## config.mk

```make
export PLATFORM = sky130hd
export DESIGN_NAME = vram_write_arbiter
export DESIGN_NICKNAME = d
export VERILOG_FILES = /design/src/rtl/vram_write_arbiter.sv
export SDC_FILE = /design/constraint.sdc
export NUM_CORES = 1
export LEC_CHECK = 0
export CORE_MARGIN = 5
export CORE_UTILIZATION = 35
export DETAILED_ROUTE_END_ITERATION = 16
export DONT_BUFFER_PORTS = 1
export GPL_TIMING_DRIVEN = 0
export SYNTH_ARGS = -nofsm -noshare
export SYNTH_HDL_FRONTEND = slang
export SYNTH_SLANG_ARGS = --single-unit
```

## constraint.sdc

```tcl
create_clock -name clk_12_5875 -period 3.7 [get_ports clk_12_5875]
set_input_delay 0.37 -clock clk_12_5875 [delete_from_list [all_inputs] [get_ports clk_12_5875]]
set_output_delay 0.37 -clock clk_12_5875 [all_outputs]
set_load 0.01 [all_outputs]
```

## src/rtl/vram_write_arbiter.sv

```systemverilog
// rtl/vram_write_arbiter.sv - single-port VRAM arbiter: GPU reads win, CPU writes posted and committed in the writable window
module vram_write_arbiter #(
    parameter int ADDR_W     = 12,
    parameter int DATA_W     = 8,
    parameter int FIFO_DEPTH = 8
) (
    input  logic                          clk_12_5875,
    input  logic                          rst_n,
    input  logic                          writable_i,
    input  logic                          gpu_req_i,
    input  logic [ADDR_W-1:0]             gpu_addr_i,
    output logic                          gpu_rvalid_o,
    output logic [DATA_W-1:0]             gpu_rdata_o,
    input  logic                          cpu_wr_valid_i,
    output logic                          cpu_wr_ready_o,
    input  logic [ADDR_W-1:0]             cpu_wr_addr_i,
    input  logic [DATA_W-1:0]             cpu_wr_data_i,
    output logic                          mem_en_o,
    output logic                          mem_we_o,
    output logic [ADDR_W-1:0]             mem_addr_o,
    output logic [DATA_W-1:0]             mem_wdata_o,
    input  logic [DATA_W-1:0]             mem_rdata_i,
    output logic [$clog2(FIFO_DEPTH):0]   pending_o,
    output logic                          late_o,
    input  logic                          late_clr_i
);

    localparam int PTR_W = $clog2(FIFO_DEPTH);
    localparam int CNT_W = PTR_W + 1;

    typedef enum logic {
        LOCKED = 1'b0,
        OPEN   = 1'b1
    } state_t;

    state_t            state;
    logic [ADDR_W-1:0] fifo_addr [FIFO_DEPTH];
    logic [DATA_W-1:0] fifo_data [FIFO_DEPTH];
    logic [PTR_W-1:0]  wr_ptr;
    logic [PTR_W-1:0]  rd_ptr;
    logic [CNT_W-1:0]  count;
    logic [CNT_W-1:0]  count_next;
    logic              full;
    logic              push;
    logic              pop;

    // Ready reflects registered occupancy only, so a same-cycle pop never raises it.
    assign full           = (count == CNT_W'(FIFO_DEPTH));
    assign cpu_wr_ready_o = rst_n && !full;
    assign push           = cpu_wr_valid_i && cpu_wr_ready_o;
    // Commit needs both the registered window and the live flag so nothing lands after close.
    assign pop            = rst_n && !gpu_req_i && (state == OPEN) && writable_i && (count != '0);
    assign pending_o      = count;
    assign gpu_rdata_o    = mem_rdata_i;

    // Occupancy after this cycle's push/pop.
    always_comb begin
        count_next = count;
        if (push && !pop) begin
            count_next = count + CNT_W'(1);
        end else if (pop && !push) begin
            count_next = count - CNT_W'(1);
        end
    end

    // VRAM port mux: GPU read first, then FIFO head commit, else idle showing the head.
    always_comb begin
        mem_en_o    = 1'b0;
        mem_we_o    = 1'b0;
        mem_addr_o  = fifo_addr[rd_ptr];
        mem_wdata_o = fifo_data[rd_ptr];
        if (rst_n && gpu_req_i) begin
            mem_en_o   = 1'b1;
            mem_addr_o = gpu_addr_i;
        end else if (pop) begin
            mem_en_o = 1'b1;
            mem_we_o = 1'b1;
        end
    end

    // FIFO storage; contents need no reset since occupancy gates every use.
    always_ff @(posedge clk_12_5875) begin
        if (push) begin
            fifo_addr[wr_ptr] <= cpu_wr_addr_i;
            fifo_data[wr_ptr] <= cpu_wr_data_i;
        end
    end

    // FIFO pointers and occupancy; power-of-two depth lets pointers wrap naturally.
    always_ff @(posedge clk_12_5875) begin
        if (!rst_n) begin
            wr_ptr <= '0;
            rd_ptr <= '0;
            count  <= '0;
        end else begin
            if (push) wr_ptr <= wr_ptr + PTR_W'(1);
            if (pop)  rd_ptr <= rd_ptr + PTR_W'(1);
            count <= count_next;
        end
    end

    // Window state, read-valid pipeline and sticky late flag (set beats clear).
    always_ff @(posedge clk_12_5875) begin
        if (!rst_n) begin
            state        <= LOCKED;
            gpu_rvalid_o <= 1'b0;
            late_o       <= 1'b0;
        end else begin
            gpu_rvalid_o <= gpu_req_i;
            if ((state == OPEN) && !writable_i && (count_next != '0)) begin
                late_o <= 1'b1;
            end else if (late_clr_i) begin
                late_o <= 1'b0;
            end
            case (state)
                LOCKED:  if (writable_i)  state <= OPEN;
                OPEN:    if (!writable_i) state <= LOCKED;
                default: state <= LOCKED;
            endcase
        end
    end

endmodule

```

* Word level (Yosys, flattened, before mapping) *
Memories as Yosys holds them, arrays and structs flattened. A register that Yosys moved wholly into a read port is not among the register bits.
Index checks and enable logic that the tools add are counted.

cells by class
  $add $sub $neg = 4
  equal/unequal tests = 1
  muxes and demuxes = 15
  reduce and logical (&&, ||, !) cells = 19

operators by type and width
  operator                                                            count
  12-bit 2-to-1 mux                                                   1
  3-bit 2-to-1 mux                                                    4
  1-bit logical AND                                                   11
  1-bit 2-to-1 mux                                                    8
  4-bit 2-to-1 mux                                                    2
  4-bit nonzero test                                                  2
  3-bit by 1-bit adder with 3-bit output, second input constant       2
  1-bit zero test                                                     5
  4-bit by 1-bit adder with 4-bit output, second input constant       1
  4-bit equality test, second input constant                          1
  4-bit by 1-bit subtractor with 4-bit output, second input constant  1
  2-bit nonzero test                                                  1

word-level totals
  register bits after elaboration = 13
  bits in writable memories = 160
  output and inout port bits = 37
  logic and storage cells = 47
  memories kept = 2

memory list
  memory     words  width  rd ports  clocked after Yosys merged registers in  write ports  RTL line  source
  fifo_addr  8      12     1         1                                        1            37        logic [ADDR_W-1:0] fifo_addr [FIFO_DEPTH];
  fifo_data  8      8      1         1                                        1            38        logic [DATA_W-1:0] fifo_data [FIFO_DEPTH];

* Depth between registers and ports, before layout *
  depth after elaboration = 11
  gate-level depth with buffers = 9
  depth with buffers taken out = 8

* Worst setup path before layout *
Ideal clock, no wire load.

  path kind = reg2reg
  from = register count[0], in the netlist pending_o[0]
  to = memory fifo_addr[2][0], enable pin
  arrival = 3.254 ns
  required time = 3.245 ns
  slack = -0.010 ns
  cell stages (with the launch flop) = 6
  buffers on the path = 0
  period minus slack after synthesis = 3.710 ns
  cells stage by stage = dfxtp_1 inv_1 ha_1 nand3b_4 nand2_2 nor4b_1

on the way
  cells in the longest elaborated chain, start to end = 6

ends and longest elaborated chain
  item                                    RTL line  source
  from (decl)                             41        logic [CNT_W-1:0] count;
  from (signal assigned)                  98        count <= count_next;
  4-bit equality test                     48        assign full = (count == CNT_W'(FIFO_DEPTH));
  1-bit zero test                         49        assign cpu_wr_ready_o = rst_n && !full;
  1-bit logical AND                       49
  1-bit logical AND                       50        assign push = cpu_wr_valid_i && cpu_wr_ready_o;
  1-bit 2-to-1 mux                        83        if (push) begin
  1-bit 2-to-1 mux (not written as such)  84        fifo_addr[wr_ptr] <= cpu_wr_addr_i;
  to (decl)                               37

No other way between the ends.

* Final worst setup path *
  from = register count[0], in the netlist pending_o[0]
  to = memory fifo_data[7][6], enable pin

on the way
  cells in the longest elaborated chain, start to end = 6

ends and longest elaborated chain
  item                                    RTL line  source
  4-bit equality test                     48
  1-bit zero test                         49
  1-bit logical AND                       49
  1-bit logical AND                       50
  1-bit 2-to-1 mux                        83
  1-bit 2-to-1 mux (not written as such)  85        fifo_data[wr_ptr] <= cpu_wr_data_i;
  to (decl)                               38

No other way between the ends.

==> flow_summary.json <==
{
  "final_nets": 449,
  "vias": 3337,
  "setup_ws_ns": 0.946,
  "holdWs_ns": 0.0335,
  "critPathRequiredTime_ns": 3.83,
  "avgSynthCellArea_um2": 19.3,
  "synth_commonest_cells": "160 x edfxtp_1, 40 x mux4_2, 23 x nand2_1",
  "antenna_cells": 0,
  "cts_hold_buf": 0,
  "firstDrtPassIters": 4,
  "yosys.area.top_type": "edfxtp_1",
  "crit_type": "flop to flop",
  "grt_max_degree": 17,
  "end_kind": "flop",
  "critPathSlowestCell": "nor2_2",
  "min_path_type": "input pin to flop",
  "post_cts_resized": 0,
  "grt_pass1_vias": 3569,
  "syn-num-nets": 413,
  "cts_max_level": 4,
  "worstReg2RegEnd": "fifo_data[7][6]",
  "drt_iter0_drc": 178,
  "worstRegToRegCells": 8,
  "place_hpwl_um": 10200,
  "place_ws_ns": 0.907,
  "synth_top_area_frac": 0.684,
  "setup_tns_ns": 0,
  "ys_seq_area_frac": 0.730,
  "syn_area_mm2": 0.00702,
  "drive_gt1_frac": 0.294,
  "grt_antenna_before_repair": 0,
  "min_from": "cpu_wr_data_i[4]",
  "syn_to_final_growth_pct": 16.1,
  "max_slew_margin": 0.397,
  "routed_wl_um": 14500,
  "synthTopCellsByArea": "edfxtp_1 68%, mux4_2 13%, dfxtp_1 4.6%",
  "whs_endpoint": "fifo_data[6][4]",
  "crit_family": "simple AND/OR/NAND/NOR gates",
  "die_w_um": 152,
  "start_util": 0.358,
  "synth_edf_count": 160,
  "cts_root_buffer": "clkbuf_16",
  "cp-start-kind": "flop",
  "ant_nets": 0,
  "async_flop_share": 0,
  "hold_path_depth": 0,
  "io_pins": 83,
  "post-route-util": 0.416,
  "hold_violations": 0,
  "peakVddDrop_v": 0.000334,
  "synth.most_common_cell": "edfxtp_1",
  "ff2ff_setup_slack_ns": 0.95,
  "clock-sinks": 176,
  "arrival_ns": 2.89,
  "fill_cells": 1727,
  "power-per-cell-area_mw_per_mm2": 502,
  "cap_violations": 0,
  "drc": 0,
  "rows": 51,
  "fin_crit_ns": 2.75,
  "outcome": "complete, no violations",
  "worstSetupStartpoint": "pending_o[0]",
  "period_share": 0.744,
  "cp_max_fo": 11,
  "rr_startpoint": "pending_o[0]",
  "max_freq_mhz": 363,
  "post_dp_cell_area_mm2": 0.00758,
  "grtUsageTotal": 0.132,
  "clkLatencyLatePin_ns": 0.42,
  "synth_cell_type_count": 39,
  "clkSlewWorstSetupHoldPaths_ns": 0.07,
  "power_leakage_nw": 2.52,
  "finalSetupViolCount": 0,
  "crit_chain": "inv_1 > ha_1 > nand3b_4 > and2_1 > buf_2 > nand2_1 > nor2_2 > buf_8",
  "post_cts_buffers": 0,
  "worst-path-buf-inv": 3,
  "synth_cells": 363,
  "wl_per_cell_um": 21.5,
  "worst_pin_slew_ns": 0.905,
  "critPathMaxStageDelay_ns": 0.67,
  "gp_congestion": 0.735,
  "grt_pass1_wl_um": 21500,
  "numCtsBuffers": 17,
  "synth-warning-count": 0,
  "slew_viol_final": 0,
  "globalRouteOverflowTotal": 0,
  "die_h_um": 152,
  "core_area_mm2": 0.0196,
  "cts_tree": "built",
  "rsz0062_at_grt": "no",
  "fin_skew_ns": 0.00715,
  "dieArea_mm2": 0.0230,
  "synthFlopType": "edfxtp_1",
  "port_buffers": 0,
  "fin_area_mm2": 0.00815,
  "clockBufferDepth": 2,
  "ys_seq_elements": 176,
  "vias_per_cell": 4.93
}
## cell usage in the layout (no fill, tap or decap), drive strengths merged, types with 3 or more instances in the layout
cell    count
and2       15
buf        35
clkbuf     28
clkinv      5
dfxtp      16
edfxtp    160
ha          4
inv         5
mux2        8
mux2i      13
mux4       40
nand2      24
nand3       3
nor2        3
nor2b       3
nor3        3
nor3b       3
o211ai      3
o21ai      14
xnor2       4
## through the flow
stage | power [mW] | cells
3_3_place_gp | 2.39 | 628
6_report | 4.09 | 677
4_1_cts | 4.13 | 677
3_5_place_dp | 2.41 | 645
5_1_grt | 4.24 | 677
2_1_floorplan | 2.36 | 363
## area by class of cell
type	count	area (µm²)	share of cell area
flip-flops and latches	176	5120	0.629
multi-input cells	159	1790	0.220
clock buffers	20	437	0.0536
well taps	265	332	0.0407
repair buffers	17	176	0.0217
plain buffers	26	143	0.0175
clock inverters	12	133	0.0163
inverters	2	7.51	0.000922
## worst reg2reg max path: stages (launching register included)
cell,delay [ns]
dfxtp_1,0.51
inv_1,0.14
ha_1,0.29
nand3b_4,0.13
and2_1,0.13
buf_2,0.16
nand2_1,0.16
nor2_2,0.68
buf_8,0.26
## state kept, by name, indices dropped and copies added, names as in the netlist, named ones only
signal	flops
state	1
gpu_rvalid_o	1
fifo_data	64
wr_ptr	3
pending_o	4
rd_ptr	3
fifo_addr	96
late_o	1
## kinds of logic (layout without fill, tap and decap cells)
logic type,count (synthesis),after routing,share of synthesized area
compound gates,26,26,0.0235
xor+xnor,6,6,0.00749
fa+ha+maj,4,4,0.00713
buf+inv,28,77,0.0214
flops,176,176,0.730
mux,61,61,0.160
simple gates,62,62,0.0506
## metal layers
metal | global-route usage | routed length (µm)
met1 | 0.150 | 5650
met2 | 0.229 | 7610
met3 | 0.0550 | 1120
met4 | 0.0404 | 147
met5 | 0 | 0
## where the power goes
part	switching, mW	internal [mW]	leakage, nW
logic	0.0832	0.0613	0.673
registers	0.0159	2.20	1.58
clock network	0.731	0.997	0.273
total	0.830	3.26	2.52
## how the worst max path moves through the flow
stage	to	slack, ns	cells past startpoint
4_1_cts	fifo_addr[7][9]	0.90	8
3_5_place_dp	fifo_data[7][1]	0.91	8
3_3_place_gp	fifo_data[1][1]	-2.13	5
5_1_grt	fifo_addr[7][9]	0.80	8
2_1_floorplan	fifo_addr[1][0]	0.01	5
6_report	fifo_data[7][6]	0.95	8
Power figures use the tool's default switching activity.
